## config.mk

```make
export PLATFORM = sky130hd
export DESIGN_NAME = sync_nff_filt
export DESIGN_NICKNAME = d
export VERILOG_FILES = /design/src/rtl/sync_nff_filt.sv
export SDC_FILE = /design/constraint.sdc
export NUM_CORES = 1
export LEC_CHECK = 0
export ABC_CLOCK_PERIOD_IN_PS = 800
export BUFFER_PORTS_ARGS = -buffer_cell sky130_fd_sc_hd__clkbuf_2
export CORE_AREA = 2 2 39 41
export CTS_CLUSTER_DIAMETER = 120
export CTS_CLUSTER_SIZE = 8
export DETAILED_ROUTE_END_ITERATION = 7
export DIE_AREA = 0 0 41 43
export PLACE_DENSITY = 0.58
export SLEW_MARGIN = 20
export SYNTH_ARGS = -nofsm -noshare
export SYNTH_HDL_FRONTEND = slang
export SYNTH_SLANG_ARGS = --single-unit
```

## constraint.sdc

```tcl
create_clock -name clk -period 0.8 [get_ports clk]
set_input_delay 0.2 -clock clk [delete_from_list [all_inputs] [get_ports clk]]
set_output_delay 0.2 -clock clk [all_outputs]
set_load 0.01 [all_outputs]
```

## src/rtl/sync_nff_filt.sv

```systemverilog
`default_nettype none
// ============================================================================
//  Module   : sync_nff_filt
//  Brief    : WIDTH-channel, STAGES-deep level synchroniser into the clk
//             domain, with an optional per-channel stability filter
//             (FILTER consecutive mismatching cycles before dout_sync moves)
//             and a programmable reset value.
//  Optional : `define SYNC_EDGE_DET_EN builds per-channel rise/fall pulse
//             outputs; without it rise_pls/fall_pls are tied to zero.
//  Ports    : clk        - destination clock
//             rst_n      - synchronous active-low reset
//             din_async  - [WIDTH] level inputs from foreign domain(s)
//             dout_sync  - [WIDTH] synchronised (and filtered) levels
//             rise_pls   - [WIDTH] 1-cycle pulse on dout_sync 0->1
//             fall_pls   - [WIDTH] 1-cycle pulse on dout_sync 1->0
//  Revision : 1.0 - initial release
// ============================================================================
module sync_nff_filt #(
    parameter int               WIDTH   = 4,
    parameter int               STAGES  = 2,
    parameter int               FILTER  = 0,
    parameter logic [WIDTH-1:0] RST_VAL = '0
) (
    input  logic             clk,
    input  logic             rst_n,
    input  logic [WIDTH-1:0] din_async,
    output logic [WIDTH-1:0] dout_sync,
    output logic [WIDTH-1:0] rise_pls,
    output logic [WIDTH-1:0] fall_pls
);

    // ------------------------------------------------------------------------
    // Parameter sanity
    // ------------------------------------------------------------------------
    if (STAGES < 2) begin : g_bad_stages
        $error("sync_nff_filt: STAGES must be >= 2");
    end

    // ------------------------------------------------------------------------
    // Synchroniser chain. Pure flop-to-flop; stage 0 only feeds stage 1 so
    // the metastability window gets the full clock period to resolve.
    // ------------------------------------------------------------------------
    logic [WIDTH-1:0] r_stage [STAGES];
    logic [WIDTH-1:0] w_sync;
    logic [WIDTH-1:0] w_dout;

    always_ff @(posedge clk) begin
        if (!rst_n) begin
            for (int k = 0; k < STAGES; k++) begin
                r_stage[k] <= RST_VAL;
            end
        end else begin
            r_stage[0] <= din_async;
            for (int k = 1; k < STAGES; k++) begin
                r_stage[k] <= r_stage[k-1];
            end
        end
    end

    assign w_sync = r_stage[STAGES-1];

    // ------------------------------------------------------------------------
    // Stability filter
    // ------------------------------------------------------------------------
    if (FILTER == 0) begin : g_no_filter
        assign w_dout = w_sync;
    end else begin : g_filter
        localparam int c_CNT_W = $clog2(FILTER + 1);
        localparam logic [c_CNT_W-1:0] c_CNT_LAST = c_CNT_W'(FILTER - 1);
        localparam logic [c_CNT_W-1:0] c_CNT_ONE  = c_CNT_W'(1);

        for (genvar i = 0; i < WIDTH; i++) begin : g_ch
            logic [c_CNT_W-1:0] r_cnt;
            logic               r_bit;

            // The counter tracks how many consecutive cycles the synchronised
            // level has disagreed with the output. Any agreement clears it,
            // so a glitch shorter than FILTER cycles leaves no trace. The
            // counter saturates at FILTER-1 by construction: reaching it
            // while still mismatched commits the new level and clears.
            always_ff @(posedge clk) begin
                if (!rst_n) begin
                    r_cnt <= '0;
                    r_bit <= RST_VAL[i];
                end else if (w_sync[i] == r_bit) begin
                    r_cnt <= '0;
                end else if (r_cnt == c_CNT_LAST) begin
                    r_bit <= w_sync[i];
                    r_cnt <= '0;
                end else begin
                    r_cnt <= r_cnt + c_CNT_ONE;
                end
            end

            assign w_dout[i] = r_bit;
        end
    end

    assign dout_sync = w_dout;

    // ------------------------------------------------------------------------
    // Edge pulses. The history register resets to RST_VAL together with the
    // output, so entering or leaving reset never produces a pulse.
    // ------------------------------------------------------------------------
`ifdef SYNC_EDGE_DET_EN
    logic [WIDTH-1:0] r_dout_q;

    always_ff @(posedge clk) begin
        if (!rst_n) begin
            r_dout_q <= RST_VAL;
        end else begin
            r_dout_q <= w_dout;
        end
    end

    assign rise_pls = w_dout & ~r_dout_q;
    assign fall_pls = ~w_dout & r_dout_q;
`else
    assign rise_pls = '0;
    assign fall_pls = '0;
`endif

endmodule
`default_nettype wire

```

==> results of run 1 <==
synth_stat cells, drive strengths merged:
master | instances | area, µm²
and2 | 8 | 50.1
buf | 12 | 90.1
conb | 1 | 3.75
dfxtp | 8 | 160
per-stage QoR:
step                total power [mW]  setup WS (ns)  cells
CTS                            0.781        -0.0934     52
global placement               0.483          0.192     49
finish                         0.762        -0.0714     52
floorplan                      0.500          0.199     36
global route                   0.813         -0.106     52
detailed placement             0.484          0.190     49
routing by layer:
metal,GRT usage,vias up,routed length [µm],share of wire
li1,-,80,-,-
met1,0.0425,55,120,0.39
met2,0.0438,16,107,0.35
met3,0.0942,0,76,0.25
met4,0,0,0,0
met5,0,-,0,0
cell families after synthesis:
family	Yosys count	share of synthesized area
flops	8	0.527
other cells	1	0.0123
buf+inv	12	0.296
simple gates	8	0.165
area by class of cell:
class / count / area [µm²]
fillers: 159 / 1060
flip-flops and latches: 8 / 160
multi-input cells: 16 / 80.1
repair buffers: 9 / 45.0
clock buffers: 3 / 22.5
well taps: 16 / 20.0
power breakdown:
part | switching, mW | internal [mW] | total (mW) | leakage [nW]
Clock | 0.116 | 0.170 | 0.287 | 0.0138
Sequential | 0.00328 | 0.418 | 0.421 | 0.0662
Combinational | 0.0317 | 0.0224 | 0.0541 | 0.0894
Total | 0.151 | 0.611 | 0.762 | 0.169
worst max-delay path by stage:
stage / to / slack [ns] / cells after the start
after CTS: dout_sync[3] / -0.09 / 1
after detailed placement: dout_sync[1] / 0.19 / 1
after global routing: dout_sync[3] / -0.11 / 1
final: dout_sync[3] / -0.07 / 1
after global placement: dout_sync[1] / 0.19 / 1
after floorplan: dout_sync[0] / 0.20 / 1
==> summary.md, run 1 <==
| Metric | Value |
|---|---|
| Status | complete, but fails checks |
| Failing checks | setup timing |
| Worst Min Path Start | din_async[3] |
| Synth Cell Area | 304 µm² |
| Max-slew violation count | 0 |
| Drt pass-1 iters | 3 |
| PwrDens | 2330 nW/µm² |
| Initial antenna violation count | 0 |
| Regs by FF count | r_stage (8) |
| Arr. time, crit path | 0.67 ns |
| RSZ-0062 raised after global routing | yes |
| Hold slack | 0.162 ns |
| Vias in the first global route | 115 |
| # Max-Cap Violations | 0 |
| Post-cts gate resize count | 0 |
| Worst flop-to-flop path endpoint | r_stage[0][4] |
| DP Area | 305 µm² |
| Synth unique cells | 4 |
| Die ar. | 1760 µm² |
| Die width | 41 µm |
| Root buf cell | clkbuf_4 |
| Diode count | 0 |
| Hold Path Cell Cnt | 2 |
| Final worst slack | -0.0714 ns |
| Vias per std cell | 2.90 |
| Drt wl/cell | 5.85 µm |
| Synth warn | 0 |
| FF-to-FF path depth | 1 |
| Post-route DRC | 0 |
| Clock sink count | 8 |
| Fin crit period | 0.871 ns |
| Layout Nets | 44 |
| Setup bufs post-CTS | 0 |
| Hold endpoint | r_stage[0][3] |
| Most frequent cells in the layout | and2_1, conb_1, dfxtp_1, clkbuf_2, buf_2 |
| IO Port Bufs | 9 |
| Die height | 43 µm |
| Core Region | 1380 µm² |
| Global Route Usage Sum | 0.0454 |
| Fin area | 328 µm² |
| Crit path max fanout | 1 |
| Final hold vios | 0 |
| H-tree depth | 1 |
| Max reg flops | 8 |
| VDD IR max | 0.843 mV |
| Slowest Stage Delay on Critical Path | 0.30 ns |
| CP cell instances | buf_2 |
| Period utilisation layout | 1.09 |
| CTS Buf Count | 3 |
| Seq cells post-synth | 8 |
| GRT overflow | 0 |
| Largest net degree at the start of global routing | 9 |
| Clk_lat worst skew | 0.24 ns |
| Crit end category | primary output |
| TNS Setup | -0.247 ns |
| Mapped Cells | 29 |
| LEAKAGE | 0.169 nW |
| Post-synthesis sequential area ratio | 0.527 |
| Worst EP required | 0.60 ns |
| Worst R2R Start | r_stage[0][0] |
| Slowest cell on the critical path | dfxtp_1 |
| Global-route wire length before repair | 434 µm |
| Worst-path clk slew | 0.05 ns |
| Cell Rows | 14 |
| Layout cells sized above 1 | 0.333 |
| Fmax | 1150 MHz |
| Placed wire-length estimate | 234 µm |
| Initial DRC Count | 1 |
| Biggest register | r_stage |
| Buffer depth of the longest clock path | 2 |
| Setup Skew | 0.000826 ns |
| Worst reg2reg setup slack | 0.27 ns |
| IO Pins | 18 |
| Crit path from | r_stage[0][7] |
| DRT antenna net count | 0 |
| Kind of cell adding the most delay to the critical path | flip-flops |
| Utilization after layout | 0.237 |
| Starting Density | 0.220 |
| CP Buf/Inv Count | 1 |
| Clock tree from TritonCTS | built |
| # setup viols final | 4 |
| Hold WC Path Type | primary input to flip-flop |
| Routed via count | 151 |
| CP Launch Type | flip-flop |
| CP Class | flip-flop to primary output |
| Layout area overhead | 7.82% |
| Post-CTS Hold Buffers | 0 |
| GP Congestion | 0.556 |
| Total routed wirelength | 304 µm |
| Post-Syn Area per Cell | 10.5 µm² |
No activity file was read; power rests on OpenSTA's default activity.
==> run 2, diff against run 1 <==
==> constraint.sdc (replaced) <==
create_clock -name clk -period 0.8 [get_ports clk]
set_input_delay 0.04 -clock clk [delete_from_list [all_inputs] [get_ports clk]]
set_output_delay 0.04 -clock clk [all_outputs]
set_load 0.01 [all_outputs]
==> run 2 against run 1 <==
- the flow now finishes without violations
- routed wire length rose by 16%
- combinational power rose by 29%
- non-clock buffer count rose by 4
- via count rose by 12%
- largest power group unchanged
- setup slack improved by 0.15 ns
- worst hold slack got worse by 0.074 ns
- critical endpoint is now dout_sync[1]
- fmax rose by 21%
- count of clock-buffer cells in the layout did not move
- final area rose by 12%
- core utilization rose by 2.9 points
- global-route usage rose by 0.90 points
- critical path type unchanged
==> summary.md, run 2 (synthesized netlist as in run 1, its figures left out) <==
| Metric | Value |
|---|---|
| Status | completed |
| CP cell instances | clkbuf_2 |
| TNS Setup | 0 ns (+0.247 ns) |
| FF-to-FF path depth | 1 (unchanged) |
| Worst flop-to-flop path endpoint | r_stage[0][4] |
| Kind of cell adding the most delay to the critical path | flip-flops |
| Max reg flops | 8 (unchanged) |
| Buffer depth of the longest clock path | 2 (unchanged) |
| Drt pass-1 iters | 1 (-2) |
| Post-route DRC | 0 (unchanged) |
| Worst R2R Start | r_stage[0][0] |
| Layout Nets | 48 (+9.1%) |
| Most frequent cells in the layout | clkbuf_2, and2_1, conb_1, dfxtp_1, dlygate4sd3_1 |
| Fmax | 1390 MHz (+21%) |
| IO Port Bufs | 9 (unchanged) |
| H-tree depth | 1 (unchanged) |
| Wl on met1 | 147 µm (+23%) |
| Clk_lat worst skew | 0.25 ns (about the same) |
| Worst reg2reg setup slack | 0.27 ns (about the same) |
| Global-route wire length before repair | 552 µm (+27%) |
| CP Buf/Inv Count | 1 (unchanged) |
| # Max-Cap Violations | 0 (unchanged) |
| CP Class | flip-flop to primary output |
| Setup WS pre-CTS | 0.273 ns (+0.0830 ns) |
| Core Region | 1380 µm² (unchanged) |
| Register Area | 160 µm² (unchanged) |
| CTS Buf Count | 3 (unchanged) |
| Setup Skew | 0.000111 ns (-0.000716 ns) |
| Period utilisation layout | 0.900 (-0.190) |
| IO Pins | 18 (unchanged) |
| Met2 Wirelength | 144 µm (+35%) |
| Starting Density | 0.220 (unchanged) |
| Vias per std cell | 3.02 (+3.9%) |
| Top Metal Used | met3 |
| PwrDens | 2140 nW/µm² (-8.0%) |
| Clock tree from TritonCTS | built |
| RSZ-0062 raised after global routing | no |
| Hold WC Path Type | primary input to flip-flop |
| Hold Path Cell Cnt | 2 (unchanged) |
| LEAKAGE | 0.184 nW (+8.3%) |
| Initial DRC Count | 0 (-1) |
| CP Launch Type | flip-flop |
| Die width | 41 µm (unchanged) |
| Vias in the first global route | 160 (+39%) |
| Root buf cell | clkbuf_4 |
| Commonest non-fill, non-tap cell in the layout | clkbuf_2 |
| Routed via count | 169 (+12%) |
| Layout area overhead | 21.0% |
| Biggest register | r_stage |
| Utilization after layout | 0.266 (+0.0289) |
| Regs by FF count | r_stage (8) |
| Clock sink count | 8 (unchanged) |
| Crit end category | primary output |
| VDD IR max | 0.589 mV (-30%) |
| Global Route Usage Sum | 0.0544 (+0.00903) |
| Routed met3 length | 60 µm (-21%) |
| Slowest cell on the critical path | dfxtp_1 |
| Total routed wirelength | 352 µm (+16%) |
| Arr. time, crit path | 0.68 ns (about the same) |
| # setup viols final | 0 (-4) |
| Layout cells sized above 1 | 0.300 (-0.0333) |
| Final worst slack | 0.0802 ns (+0.152 ns) |
| Fin crit period | 0.720 ns (-0.152 ns) |
| Cell Rows | 14 (unchanged) |
| Post-CTS Hold Buffers | 4 (+4) |
| Worst EP required | 0.76 ns (+0.16 ns) |
| Die ar. | 1760 µm² (unchanged) |
| Final hold vios | 0 (unchanged) |
| Slowest Stage Delay on Critical Path | 0.31 ns (about the same) |
| DRT antenna net count | 0 (unchanged) |
| Area of the multi-input gates | 80.1 µm² (unchanged) |
| Die height | 43 µm (unchanged) |
| Largest net degree at the start of global routing | 9 (unchanged) |
| # fillers | 149 (-6.3%) |
| Hold endpoint | r_stage[0][5] |
| Crit path max fanout | 1 (unchanged) |
| GP Congestion | 0.553 (-0.52%) |
| GRT overflow | 0 (unchanged) |
| Max-slew violation count | 0 (unchanged) |
| Post-cts gate resize count | 0 (unchanged) |
| Diode count | 0 (unchanged) |
| Hold slack | 0.0880 ns (-0.0735 ns) |
| Drt wl/cell | 6.29 µm (+7.5%) |
| Setup bufs post-CTS | 0 (unchanged) |
| Worst-path clk slew | 0.05 ns (about the same) |
| Worst Min Path Start | rst_n |
| Initial antenna violation count | 0 (unchanged) |
## run 2: cell types whose count changed in the layout (fill, tap and decap cells not counted)
cell           before  now
dlygate4sd3_1       0    4
buf_2               4    0
clkbuf_2            5    9
## run 2: how the worst max path moves through the flow
stage / to / slack (ns) / cells after the start / start
global route: dout_sync[2] / 0.04 / 1 / r_stage[0][6]
floorplan: r_stage[0][4] / 0.28 / 1 / r_stage[0][0]
detailed placement: r_stage[0][4] / 0.27 / 1 / r_stage[0][0]
CTS: dout_sync[1] / 0.07 / 1 / r_stage[0][5]
global placement: r_stage[0][7] / 0.28 / 1 / r_stage[0][3]
finish: dout_sync[1] / 0.08 / 1 / r_stage[0][5]
## run 2: layer usage
| metal | track usage | vias to the layer above |
|---|---|---|
| li1 | - | 88 |
| met5 | 0 | - |
| met4 | 0.0800 | 0 |
| met1 | 0.0554 | 68 |
| met2 | 0.0594 | 13 |
| met3 | 0.0314 | 0 |
## run 2: power by group
group          switching (mW)  total (mW)  internal, mW
sequential            0.00378       0.422         0.418
combinational          0.0348      0.0696        0.0348
clock                   0.125       0.295         0.171
## run 2: per-stage QoR
| step | cell area [µm²] | power [mW] | cells |
|---|---|---|---|
| 2_1_floorplan | 330 | 0.500 | 36 |
| 3_3_place_gp | 305 | 0.483 | 49 |
| 3_5_place_dp | 305 | 0.484 | 49 |
| 4_1_cts | 368 | 0.804 | 56 |
| 5_1_grt | 368 | 0.835 | 56 |
| 6_report | 368 | 0.787 | 56 |
## run 2: area by class of cell
cell class | count | area share
Multi-Input combinational cell | 16 | 0.218
Sequential cell | 8 | 0.435
Clock buffer | 3 | 0.0612
Tap cell | 16 | 0.0544
Timing Repair Buffer | 13 | 0.231
==> run 3, diff against run 2 <==
- ABC_AREA: not set -> 1
- BUFFER_PORTS_ARGS: -buffer_cell sky130_fd_sc_hd__clkbuf_2 -> not set
- DONT_BUFFER_PORTS: not set -> 1
- PLACE_DENSITY: 0.58 -> 0.48
==> run 3 against run 2 <==
- final area is 6.8% lower
- sequential power is 1% higher
- critical path type is now primary input to flip-flop
- count of clock-buffer cells in the layout stayed put
- setup slack better by 0.043 ns
- synthesized area is 4.9% higher
- highest routed layer unchanged
- fmax is 6.4% higher
- critical path depth is 2 higher
==> summary.md, run 3 <==
| Metric | Value |
|---|---|
| Status | completed |
| Crit path from | rst_n |
| TNS Setup | 0 ns (unchanged) |
| Synth Flop Type | dfxtp_1 |
| RSZ-0062 raised after global routing | no |
| Worst-path clk slew | 0.05 ns (about the same) |
| Diode count | 0 (unchanged) |
| Core Region | 1380 µm² (unchanged) |
| DP Area | 270 µm² (-11%) |
| Regs by FF count | r_stage (8) |
| Period utilisation layout | 0.846 (-0.0538) |
| Post-synthesis sequential area ratio | 0.502 (-0.0248) |
| Hold WC Path Type | flip-flop to flip-flop |
| Yosys top cell by area | dfxtp_1 |
| Synth Cell Area | 319 µm² (+4.9%) |
| Cell Rows | 14 (unchanged) |
| Clock tree from TritonCTS | built |
| Worst Min Path Start | r_stage[0][2] |
| CP Class | primary input to flip-flop |
| Die height | 43 µm (unchanged) |
| Clk_lat worst skew | 0.24 ns (about the same) |
| Synth warn | 0 (unchanged) |
| IO Pins | 18 (unchanged) |
| Post-Syn Area per Cell | 8.40 µm² (-20%) |
| Initial DRC Count | 0 (unchanged) |
| # setup viols final | 0 (unchanged) |
| Ys async rst share | 0 (unchanged) |
| Synth unique cells | 6 (+2) |
| Clock sink count | 8 (unchanged) |
| Post-cts gate resize count | 0 (unchanged) |
| Most frequent cells in the layout | nand2_1, inv_1, conb_1, dfxtp_1, dlygate4sd3_1 |
| CP Launch Type | primary input |
| Drt pass-1 iters | 1 (unchanged) |
| Root buf cell | clkbuf_4 |
| Max reg flops | 8 (unchanged) |
| Total routed wirelength | 355 µm (+0.85%) |
| Layout cells sized above 1 | 0.0750 (-0.225) |
| Vias per std cell | 3.00 (-0.59%) |
| Crit end category | flip-flop |
| Die ar. | 1760 µm² (unchanged) |
| Fin crit period | 0.677 ns (-0.0431 ns) |
| Die width | 41 µm (unchanged) |
| PwrDens | 2270 nW/µm² (+6.1%) |
| Final hold vios | 0 (unchanged) |
| Fin area | 343 µm² (-6.8%) |
| Crit path max fanout | 8 (+7) |
| Arr. time, crit path | 0.82 ns (+0.14 ns) |
| CTS Buf Count | 3 (unchanged) |
| Top cell type's share of synthesized area | 0.502 (-0.0248) |
| Final Power | 778 µW (-1.1%) |
| Mapped Cells | 38 (+31%) |
| Drt wl/cell | 6.34 µm (+0.85%) |
| Top-count cell post-synth | buf_4 |
| Biggest register | r_stage |
| Largest cells by area after synthesis | dfxtp_1, buf_4, inv_1 |
| Fmax | 1480 MHz (+6.4%) |
| Seq cells post-synth | 8 (unchanged) |
| Layout area overhead | 7.45% |
| Worst reg2reg setup slack | 0.32 ns (+0.05 ns) |
| Post-synth EDFFs | 0 (unchanged) |
| Global-route wire length before repair | 524 µm (-5.1%) |
| Synth cell count leaders | buf_4, dfxtp_1, inv_1, nand2_1 |
| DRT antenna net count | 0 (unchanged) |
| Layout Nets | 48 (unchanged) |
| GP Congestion | 0.534 (-3.4%) |
| VDD IR max | 0.491 mV (-17%) |
| GRT overflow | 0 (unchanged) |
| # Max-Cap Violations | 0 (unchanged) |
| Vias in the first global route | 145 (-9.4%) |
| Post-route DRC | 0 (unchanged) |
| Initial antenna violation count | 0 (unchanged) |
| Worst R2R Start | r_stage[0][0] |
| Max-slew violation count | 0 (unchanged) |
| Largest net degree at the start of global routing | 9 (unchanged) |
| Routed via count | 168 (-0.59%) |
| LEAKAGE | 0.208 nW (+13%) |
| IO Port Bufs | 0 (-9) |
| Buffer depth of the longest clock path | 2 (unchanged) |
| Global Route Usage Sum | 0.0535 (-0.000954) |
| Starting Density | 0.231 (+0.0108) |
| Worst EP required | 0.95 ns (+0.19 ns) |
| Setup Skew | 0.000114 ns (+0.00000316 ns) |
| H-tree depth | 1 (unchanged) |
run 3: layout make-up:
class / instances / area [µm²]
clock buffer: 3 / 22.5
sequential: 8 / 160
multi-input combinational: 16 / 60.1
fill: 157 / 1040
tap: 16 / 20.0
inverter: 8 / 30.0
timing repair buffer: 5 / 50.0
run 3: stage by stage:
step	utilization	instances	worst slack, ns	hold WS [ns]
after floorplan	-	45	0.341	0.138
after global placement	0.195	48	0.333	0.135
after detailed placement	0.195	48	0.328	0.139
after CTS	0.248	56	0.126	0.407
after global routing	0.248	56	0.0605	0.427
final	0.248	56	0.123	0.406
run 3: kinds of logic (layout without fill, tap and decap cells):
| kind of cell | after synthesis | after routing | share of synthesized area |
|---|---|---|---|
| flops | 8 | 8 | 0.502 |
| buf+inv | 21 | 16 | 0.392 |
| simple gates | 8 | 8 | 0.0941 |
| other cells | 1 | 8 | 0.0118 |
run 3: repair_timing:
action,in CTS,in global routing
endpoints found under the setup margin,0,0
hold endpoints to repair,8,0
setup buffers,0,0
hold buffers,5,0
run 3: worst paths after layout:
kind                   endpoint  cells past startpoint
setup reg to reg  r_stage[0][4]                      2
hold reg to reg   r_stage[0][6]                      2
setup / recovery  r_stage[0][6]                      3
hold / removal    r_stage[0][6]                      2
run 3: layer usage:
| layer | share of wire | GRT usage | wire, µm | vias to the layer above |
|---|---|---|---|---|
| met2 | 0.41 | 0.0563 | 147 | 12 |
| met5 | 0 | 0 | 0 | - |
| met3 | 0.15 | 0.0314 | 55 | 0 |
| li1 | - | - | - | 89 |
| met1 | 0.43 | 0.0458 | 152 | 67 |
| met4 | 0 | 0.100 | 0 | 0 |
run 3: worst max-delay path: stages:
cell,delay (ns)
dlygate4sd3_1,0.65
nand2_1,0.10
inv_1,0.03
run 3: power breakdown:
part	total (mW)	internal (mW)	switching (mW)
sequential	0.427	0.418	0.00929
clock	0.297	0.171	0.126
combinational	0.0538	0.0222	0.0316
total	0.778	0.611	0.167
